<file path="config.mk">
export PLATFORM = sky130hd
export DESIGN_NAME = irl_load_sequencer
export DESIGN_NICKNAME = d
export VERILOG_FILES = /design/src/rtl/irl_pkg.sv /design/src/rtl/irl_slot_counter.sv /design/src/rtl/irl_load_sequencer.sv
export SDC_FILE = /design/constraint.sdc
export NUM_CORES = 1
export LEC_CHECK = 0
export CORE_MARGIN = 2
export CORE_UTILIZATION = 35
export DETAILED_ROUTE_END_ITERATION = 12
export PLACE_DENSITY = 0.67
export SETUP_SLACK_MARGIN = 0.02
export SKIP_LAST_GASP = 1
export SYNTH_ARGS = -nofsm -noshare
export SYNTH_HDL_FRONTEND = slang
export SYNTH_SLANG_ARGS = --single-unit
</file>
<file path="constraint.sdc">
create_clock -name clk -period 5.7 [get_ports clk]
set_input_delay 0.57 -clock clk [delete_from_list [all_inputs] [get_ports clk]]
set_output_delay 0.57 -clock clk [all_outputs]
set_load 0.05 [all_outputs]
</file>
<file path="src/rtl/irl_pkg.sv">
// rtl/irl_pkg.sv - shared state encoding and slot codes for the IRL load sequencer
package irl_pkg;

    typedef enum logic [2:0] {
        IRL_IDLE = 3'd0,
        IRL_LOAD = 3'd1,
        IRL_RUN  = 3'd2,
        IRL_DONE = 3'd3
    } irl_state_t;

    localparam logic [2:0] SLOT_A = 3'd0;
    localparam logic [2:0] SLOT_B = 3'd1;
    localparam logic [2:0] SLOT_C = 3'd2;
    localparam logic [2:0] SLOT_D = 3'd3;
    localparam logic [2:0] SLOT_E = 3'd4;

    localparam int IRL_NUM_SLOTS = 5;

endpackage

</file>
<file path="src/rtl/irl_slot_counter.sv">
// rtl/irl_slot_counter.sv - 3-bit saturating counter with clear and upper limit
module irl_slot_counter (
    input  logic       clk,
    input  logic       clr,
    input  logic       inc,
    input  logic [2:0] limit,
    output logic [2:0] count
);

    always_ff @(posedge clk) begin
        if (clr) begin
            count <= 3'd0;
        end else if (inc && (count < limit)) begin
            count <= count + 3'd1;
        end
    end

endmodule

</file>
<file path="src/rtl/irl_load_sequencer.sv">
// rtl/irl_load_sequencer.sv - loads instruction words into slots A..E, then replays them
module irl_load_sequencer
    import irl_pkg::*;
#(
    parameter int DATA_W    = 8,
    parameter int NUM_SLOTS = IRL_NUM_SLOTS
) (
    input  logic              clk,
    input  logic              reset,
    input  logic              load_req,
    input  logic [DATA_W-1:0] data_in,
    input  logic              run_req,
    input  logic              clear,
    output logic              wr_en,
    output logic [2:0]        wr_addr,
    output logic [DATA_W-1:0] wr_data,
    output logic [2:0]        rd_addr,
    output logic              issue_valid,
    input  logic              issue_ready,
    output logic [2:0]        slot_count,
    output logic              full,
    output logic              done,
    output logic              overflow
);

    localparam logic [2:0] SLOT_LIMIT = 3'(NUM_SLOTS);

    irl_state_t state;

    logic accept_load;
    logic start_run;
    logic handshake;
    logic last_slot;

    assign full      = (slot_count == SLOT_LIMIT);
    assign handshake = issue_valid && issue_ready;
    assign last_slot = (rd_addr == slot_count - 3'd1);

    // clear outranks every strobe; run_req outranks load_req in LOAD
    assign accept_load = !clear && load_req &&
                         ((state == IRL_IDLE) ||
                          ((state == IRL_LOAD) && !run_req && !full));
    assign start_run   = !clear && run_req &&
                         ((state == IRL_LOAD) || (state == IRL_DONE));

    irl_slot_counter u_load_count (
        .clk   (clk),
        .clr   (reset || clear),
        .inc   (accept_load),
        .limit (SLOT_LIMIT),
        .count (slot_count)
    );

    // Replay pointer only advances below the last loaded slot, so it never wraps.
    irl_slot_counter u_replay_ptr (
        .clk   (clk),
        .clr   (reset || clear || start_run),
        .inc   ((state == IRL_RUN) && handshake && !last_slot),
        .limit (slot_count),
        .count (rd_addr)
    );

    always_ff @(posedge clk) begin
        if (reset) begin
            state       <= IRL_IDLE;
            wr_en       <= 1'b0;
            wr_addr     <= SLOT_A;
            wr_data     <= '0;
            issue_valid <= 1'b0;
            done        <= 1'b0;
            overflow    <= 1'b0;
        end else begin
            wr_en    <= accept_load;
            overflow <= 1'b0;
            if (accept_load) begin
                wr_addr <= slot_count;
                wr_data <= data_in;
            end
            if (clear) begin
                state       <= IRL_IDLE;
                issue_valid <= 1'b0;
                done        <= 1'b0;
            end else begin
                case (state)
                    IRL_IDLE: begin
                        if (load_req) state <= IRL_LOAD;
                    end
                    IRL_LOAD: begin
                        if (run_req) begin
                            state       <= IRL_RUN;
                            issue_valid <= 1'b1;
                            overflow    <= load_req;
                        end else if (load_req && full) begin
                            overflow <= 1'b1;
                        end
                    end
                    IRL_RUN: begin
                        overflow <= load_req;
                        if (handshake && last_slot) begin
                            state       <= IRL_DONE;
                            issue_valid <= 1'b0;
                            done        <= 1'b1;
                        end
                    end
                    IRL_DONE: begin
                        overflow <= load_req;
                        if (run_req) begin
                            state       <= IRL_RUN;
                            issue_valid <= 1'b1;
                            done        <= 1'b0;
                        end
                    end
                    default: state <= IRL_IDLE;
                endcase
            end
        end
    end

endmodule

</file>
==> impl.org, run 1 <==
** Route
- Summed over all layers, the routed wires come to between 2 and 2.5 mm.
- Dividing the detail-routed via count by the number of cells gives 5.08.
- Routed length per placed instance :: 12.6 um
- Before antenna repair, the detailed router went through 4 iterations.
- The detailed router placed between 900 and 1000 vias in this run.
- After detailed routing, the number of remaining DRC violations is 0.
- Antenna-violating nets left :: 0
- After the first detailed-routing iteration, the DRC count stood at 6.

** Timing
- Final hold vios :: 0
- F_max :: 0.394 GHz
- In the finished design, the share of the clock period the worst path needs comes to 0.446.
- For the pin with the worst max-slew slack, the measured transition is around 930 ps.
- Smallest hold slack :: around 510 ps
- The number of slew-limit violations in the final report came to 0.
- Normalized max-slew margin :: 0.381
- Setup repair after global routing left no endpoint under its margin.
- Setup total negative slack on the finished layout was measured at 0 ps.
- Setup violations remaining at the end of the flow were counted as 0.
- Setup clock skew after layout :: approximately 1.3 ps
- Once routing completed, OpenROAD measured the worst setup slack at 3160 ps.
- The worst path in the final design needs a cycle of between 2000 and 3000 ps, including I/O delays and setup.

** Final layout
- Fraction of final layout cells with drive strength greater than 1 :: 0.0690
- Final non-filler cell total :: around 180
- The layout has 280 filler cells.
- Area Overhead vs Synth :: 36.0%
- Summing all flip-flop and latch instances after layout gives between 400 and 500 sq um.
- Core utilization of the finished layout :: 0.490
- 0 antenna diodes ended up in the layout.
- Summed area of non-filler cells in the final layout :: around 0.0015 sq mm
- The net count of the finished layout is between 150 and 200.
- Combined area of the multi-input logic cells :: 569 sq um

** Yosys
- For this run, asynchronously set or reset flops after synthesis account for 0.
- Top cells by instance count after synthesis :: sky130_fd_sc_hd__dfxtp_1 (23), sky130_fd_sc_hd__mux2i_1 (14), sky130_fd_sc_hd__nor2_1 (13), sky130_fd_sc_hd__a21oi_1 (8)
- Summed over all instances, the cell type with the most area after synthesis is sky130_fd_sc_hd__dfxtp_1.
- Each instance of the synthesized netlist takes up on average between 9 and 10 sq um.
- During synthesis, Yosys emitted a total of 0 warnings.
- Post-synth cell types :: 29
- Primary FF master, synth :: sky130_fd_sc_hd__dfxtp_1
- After synthesis the netlist holds a flip-flop and latch count of 23.
- Number of enable-type register cells in the synthesized netlist :: 0
- Of the synthesized area, sequential elements account for 0.425.
- Yosys attributes the largest share of cell area to sky130_fd_sc_hd__dfxtp_1 (43%), sky130_fd_sc_hd__mux2i_1 (13%), sky130_fd_sc_hd__ha_1 (8.1%), sky130_fd_sc_hd__nor2_1 (4.5%), sky130_fd_sc_hd__a21oi_1 (3.7%).
- The number of nets handed over by synthesis was ~130.
- Syn Std Cell Area :: roughly 0.0011 sq mm
- sky130_fd_sc_hd__dfxtp_1 is the most common cell in the netlist.
- The share of synthesized area in the top cell type comes to 0.425.
- Synthesis produced a netlist whose cell count is 110.

** Power
- For this design the ratio of total power to cell area is 199 mW/mm^2.
- Maximum VDD drop :: 0.160 mV
- The design draws ~0.29 mW.
- Leakage dissipation :: 0.562 nW

** Placement
- Placer congestion estimate :: around 0.80
- Total placed instance area :: between 0.001 and 0.0015 sq mm
- Worst Setup Slack post-DPL :: between 3000 and 4000 ps
- Port buffering added 35 buffers.
- After detailed placement, the design holds a cell count of about 170.
- DPL Wire Length :: about 1.7 mm

** Clock network
- Clock tree from TritonCTS :: yes
- Worst-path clk slew :: 130 ps
- The number of hold buffers added after CTS was 0.
- The longest clock path from root to sink contains 2 buffers.
- Resize count post-CTS :: 0
- CTS root buffer :: sky130_fd_sc_hd__clkbuf_4
- Counting every sink on the clock net gives 23.
- Once the clock tree was built, the setup fixing pass inserted 0 buffers.
- # H-tree levels :: 1
- Clock latency on the worst-skew pair :: about 310 ps
- Num CTS Buffers :: 3

** Floorplanning
- The die is about 60 um tall.
- The region available for standard cell placement spans about 0.0030 sq mm.
- I/O pin cnt :: 36
- X dimension of the die :: 59.6 um
- DIE AREA :: 0.00355 sq mm
- The initialized floorplan defines 20 standard-cell rows.
- Initial core utilization :: 0.360

** GRT
- The first global-routing pass estimated 3.73 mm of wire.
- Entering global routing, the biggest net connects 14 pins.
- In the global route stage, overall resource usage came out at 0.136.
- Number of antenna violations at the first check in global routing :: 0
- GR Overflow Total :: 0
- Vias in the first global route :: between 800 and 900

** Critical path
- CP max FO :: 6
- Maximum cell stage delay along the critical path :: 690 ps
- Counting both buffers and inverters, the worst setup path holds a total of 2.
- STA puts the critical path data arrival time at 1970 ps.
- Cell with the largest stage delay on the worst path :: sky130_fd_sc_hd__clkdlybuf4s50_1
- Worst path required time :: about 5100 ps
- Sort of element at the start of the critical path :: flip-flop
- Cell-by-cell trace of the critical path :: inv_1 > ha_1 > and2_2 > clkdlybuf4s50_1
- The worst setup path is captured at an output pin.
- The cell family contributing the most delay on the critical path is buffers and inverters.
- The worst setup path is of the flip-flop to output pin kind.

** Flow run
- Max-cap violations in this run came to 0.

** Status
- Outcome :: finished clean

** Worst hold path
- The worst hold path belongs to the class flip-flop to flip-flop.
## layout by cell type, fill, tap and decap left out, types with 2 or more instances in the layout
cell type	n
sky130_fd_sc_hd__clkdlybuf4s50_1	35
sky130_fd_sc_hd__dfxtp_1	23
sky130_fd_sc_hd__mux2i_1	14
sky130_fd_sc_hd__nor2_1	13
sky130_fd_sc_hd__a21oi_1	8
sky130_fd_sc_hd__nand2_1	7
sky130_fd_sc_hd__ha_1	7
sky130_fd_sc_hd__inv_1	6
sky130_fd_sc_hd__o21ai_0	6
sky130_fd_sc_hd__clkbuf_4	3
sky130_fd_sc_hd__nand3_1	2
sky130_fd_sc_hd__nor3_1	2
sky130_fd_sc_hd__o211ai_1	2
## final cells by class
type                    instances  share of cell area
repair buffers                 35               0.238
well taps                      33              0.0281
inverters                       6              0.0153
flip-flops and latches         23               0.313
multi-input cells              77               0.387
clock inverters                 1             0.00340
clock buffers                   3              0.0153
## kinds of logic (layout without fill, tap and decap cells)
kind of cell	Yosys count	in the layout	synth area share
mux	14	14	0.129
buf+inv	10	45	0.0486
simple gates	33	33	0.148
flops	23	23	0.425
fa+ha+maj	7	7	0.0809
xor+xnor	2	2	0.0301
compound gates	21	21	0.138
## where the power goes
part           internal, mW  total [mW]  switching [mW]
combinational        0.0217      0.0486          0.0269
sequential            0.165       0.168         0.00330
clock                0.0262      0.0763          0.0501
total                 0.213       0.293          0.0803
## worst reg2reg max path, delay by kind of cell (launching register included)
kind	cells	cell delay (ps)
AOI/OAI and AO/OA	4	1510
adders and majority gates	1	210
buffers and inverters	1	130
DFF	1	450
## flip-flops by register name (all words and copies together) (netlist names)
name / cells
done: 1
issue_valid: 1
overflow: 1
state: 2
u_load_count.count: 3
u_replay_ptr.count: 3
wr_addr: 3
wr_data: 8
wr_en: 1
## worst paths after layout
path | endpoint | slack [ps] | cells past startpoint | start
worst min register to register | u_replay_ptr.count[0] | 510 | 2 | u_replay_ptr.count[0]
worst max-delay path | full | 3160 | 4 | u_load_count.count[1]
worst min-delay path | u_replay_ptr.count[0] | 510 | 2 | u_replay_ptr.count[0]
worst max register to register | u_load_count.count[2] | 3340 | 6 | u_load_count.count[1]
## routing by layer
metal | vias to the layer above | share of wire | global-route usage
met5 | - | 0 | 0
met4 | 0 | 0 | 0.0190
met3 | 0 | 0.068 | 0.0480
met2 | 31 | 0.48 | 0.235
met1 | 417 | 0.45 | 0.167
li1 | 457 | - | -
(Power assumes the default switching activity.)
==> run 2, diff against run 1 <==
==> constraint.sdc (replaced) <==
create_clock -name clk -period 2.4 [get_ports clk]
set_input_delay 0.24 -clock clk [delete_from_list [all_inputs] [get_ports clk]]
set_output_delay 0.24 -clock clk [all_outputs]
set_load 0.05 [all_outputs]
==> impl.org, run 2 (same netlist as run 1, synthesis figures left out) <==
** Critical path
- End of the worst register-to-register path :: wr_data[3] (was u_load_count.count[2])
- FF-to-FF path depth :: 7 (was 6)
- CP max FO :: 4 (was 6)
- The worst setup slack for register-to-register paths is 330 ps (was 3340 ps).
- The timing endpoint of the critical path is full (unchanged).
- The critical path class was flip-flop to output pin (unchanged).
- Maximum cell stage delay along the critical path :: 790 ps (was 690 ps)
- The type of origin of the critical path is a flip-flop (unchanged).
- Launching point of the worst reg2reg path :: u_load_count.count[1] (unchanged)
- Cell-by-cell trace of the critical path :: inv_1 > ha_1 > and2_2 > clkdlybuf4s50_1 (unchanged)
- The data required time at the worst endpoint was 2160 ps (was 5130 ps).
- Critical Path AT :: 1880 ps (was 1970 ps)
- Crit end category :: output pin (unchanged)
- Crit. Startpoint :: u_load_count.count[1] (unchanged)
- Cell with the largest stage delay on the worst path :: sky130_fd_sc_hd__clkdlybuf4s50_1 (unchanged)

** Final layout
- Total inserted antenna cells :: 0 (unchanged)
- The final layout net count came to 171 (was 167).
- The register with the most flip-flops is wr_data (unchanged).
- Number of filler cells placed in the layout :: 299 (was 280)
- Combined area of the multi-input logic cells :: 569 sq um (unchanged)
- Largest register FFs :: 8 (unchanged)
- The ratio of cells with drive above 1 in the final layout is 0.0940 (was 0.0690).
- Register cell area after layout :: 460 sq um (unchanged)
- The area added between synthesis and finish was 39.0% (was 36.0%).
- Summed area of non-filler cells in the final layout :: 0.00150 sq mm (was 0.00147 sq mm)
- Top library cells by usage in the layout, fill and taps aside: sky130_fd_sc_hd__clkdlybuf4s50_1 (35), sky130_fd_sc_hd__dfxtp_1 (23), sky130_fd_sc_hd__mux2i_1 (14), sky130_fd_sc_hd__nor2_1 (13), sky130_fd_sc_hd__a21oi_1 (8) (unchanged).
- The most common cell after layout, fill and taps aside is sky130_fd_sc_hd__clkdlybuf4s50_1 (unchanged).

** Floorplanning
- DIE AREA :: 0.00355 sq mm (unchanged)
- The height of the die came to 59.6 um (unchanged).
- X dimension of the die :: 59.6 um (unchanged)
- The number of placement rows came to 20 (unchanged).
- The initial cell density of the core came to 0.360 (unchanged).
- The count of pins on the block boundary was 36 (unchanged).
- The core box area was 0.00300 sq mm (unchanged).

** Clock network
- The clock net sink count is 23 (unchanged).
- Setup bufs post-CTS :: 0 (unchanged)
- The hold buffer count at CTS came to 0 (unchanged).
- The number of buffers added by the clock tree synthesis step is 3 (unchanged).
- Clock tree from TritonCTS :: yes (unchanged)
- The buffer type at the clock tree root is sky130_fd_sc_hd__clkbuf_4 (unchanged).
- The clock transition at the registers of the reported paths is 130 ps (about the same).
- # H-tree levels :: 1 (unchanged)
- Clock latency on the worst-skew pair :: 320 ps (was 310 ps)
- The count of cells resized by post-cts repair is 0 (unchanged).
- The maximum clock path buffer count came to 2 (unchanged).

** Status
- Outcome :: finished clean (unchanged)

** Placement
- The global placement routability congestion was 0.834 (was 0.801).
- The total of buffers placed on input and output ports was 35 (unchanged).
- DPL Wire Length :: 1.74 mm (was 1.71 mm)
- The placement-stage worst setup slack is 269 ps (was 3080 ps).
- The cell area after placement was 0.00147 sq mm (was 0.00144 sq mm).

** Timing
- For the finished layout, the period the worst path requires is about 2100 ps.
- Share of the clock period used by the worst path after layout :: 0.885
- The worst-case clock skew was 2.91 ps (was 1.30 ps).
- Setup repair after global routing missed its margin :: false (unchanged)
- The final-layout setup total negative slack came to 0 ps (unchanged).
- The hold violation total from the final report was 0 (unchanged).
- Smallest hold slack :: 514 ps (was 511 ps)
- Slew at the pin closest to its max-slew limit :: 526 ps (was 928 ps)
- Number of max-slew violations in the final report :: 0 (unchanged)
- F_max :: roughly 0.47 GHz
- The remaining max-slew budget at the tightest pin is 0.648 (was 0.381).
- Post-route setup slack :: 275 ps (was 3160 ps)
- Count of endpoints failing setup in the final report :: 0 (unchanged)

** Route
- Routed length per placed instance :: 12.4 um (was 12.6 um)
- DR iter-0 viols :: 23 (was 6)
- Total routed wirelength :: 2.26 mm (was 2.24 mm)
- The total iterations of the first detailed-routing run came to 4 (unchanged).
- The number of vias per cell after detailed routing is 5.01 (was 5.08).
- DRC errors left :: 0 (unchanged)
- Antenna-violating nets left :: 0 (unchanged)
- Total via count in the routed design :: 912 (was 905)

** GRT
- Number of antenna violations at the first check in global routing :: 0 (unchanged)
- GR Overflow Total :: 0 (unchanged)
- The global-route usage over all layers was 0.134 (was 0.136).
- The global-route wire length before repair is 3.68 mm (was 3.73 mm).
- Vias in the first global route :: 869 (was 875)
- The pin count of the biggest net entering global routing came to 15 (was 14).

** Power
- Power share of the sequential group :: 0.563 (was 0.574)
- The combinational cell fraction of total power came to 0.171 (was 0.166).
- Internal power contribution :: 0.510 mW (was 0.213 mW)
- Leakage dissipation :: 0.579 nW (was 0.562 nW)
- The switching share of power was 0.280 (was 0.274).
- Power dissipated by switching net loads :: 0.198 mW (was 0.0803 mW)
- The share of power burned in the clock network came to 0.267 (was 0.260).
- The power density of the placed cells came to 471 mW/mm^2 (was 199 mW/mm^2).
- Maximum VDD drop :: 0.486 mV (was 0.160 mV)

** Worst hold path
- The path class of the lowest-slack min-delay path was flip-flop to flip-flop (unchanged).
- The number of cells on the worst hold path is 2 (unchanged).

** Flow run
- The count of max-cap constraint violations was 0 (unchanged).
[run 2: changes by cell type in the layout (fill, tap and decap cells not counted)]
cell | previous run | this run
sky130_fd_sc_hd__buf_4 | 0 | 4
sky130_fd_sc_hd__clkinvlp_4 | 0 | 1
sky130_fd_sc_hd__clkinv_2 | 1 | 0
[run 2: how the worst min path moves through the flow]
stage	start	to	slack (ps)
floorplan	reset	wr_data[1]	310
global placement	wr_data[6]	wr_data[6]	480
detailed placement	wr_data[0]	wr_data[0]	480
CTS	data_in[5]	wr_data[5]	520
global route	data_in[5]	wr_data[5]	530
finish	wr_addr[2]	wr_addr[2]	510
[run 2: worst max-delay path: cells and delay by family, from the launching register on]
kind	cells	cell delay (ps)
buf+inv	2	900
fa+ha+maj	1	190
simple gates	1	140
flops	1	330
[run 2: routing by layer]
metal	share of wire	track usage	vias to the layer above
met5	0	0	-
met4	0	0.0190	0
met3	0.083	0.0568	0
met2	0.49	0.223	31
met1	0.43	0.166	424
li1	-	-	457
[run 2: area by class of cell]
type,count,area share
multi-input combinational,77,0.379
clock inverter,1,0.00499
tap,33,0.0275
inverter,6,0.0150
clock buffer,3,0.0150
sequential,23,0.306
timing repair buffer,39,0.253
[run 2: stage by stage]
step,std cells,util,power [mW]
finish,182,0.501,0.708
global route,182,0.501,0.737
CTS,182,0.501,0.716
detailed placement,178,0.491,0.528
global placement,178,0.491,0.526
floorplan,110,-,0.478
[run 2: power groups by stage]
stage / logic (mW) / clock network, mW / registers [mW]
2_1_floorplan: 0.0403 / 0 / 0.437
3_3_place_gp: 0.119 / 0 / 0.407
3_5_place_dp: 0.121 / 0 / 0.407
4_1_cts: 0.122 / 0.196 / 0.398
5_1_grt: 0.129 / 0.208 / 0.400
6_report: 0.121 / 0.189 / 0.398
==> run 3, diff against run 2 <==
--- a/config.mk
+++ b/config.mk
@@ -5,6 +5,7 @@
 export SDC_FILE = /design/constraint.sdc
 export NUM_CORES = 1
 export LEC_CHECK = 0
+export CAP_MARGIN = 30
 export CORE_MARGIN = 2
 export CORE_UTILIZATION = 35
 export DETAILED_ROUTE_END_ITERATION = 12
==> results of run 3 <==
No change in the layout: final DEF, timing and power equal those of run 2.
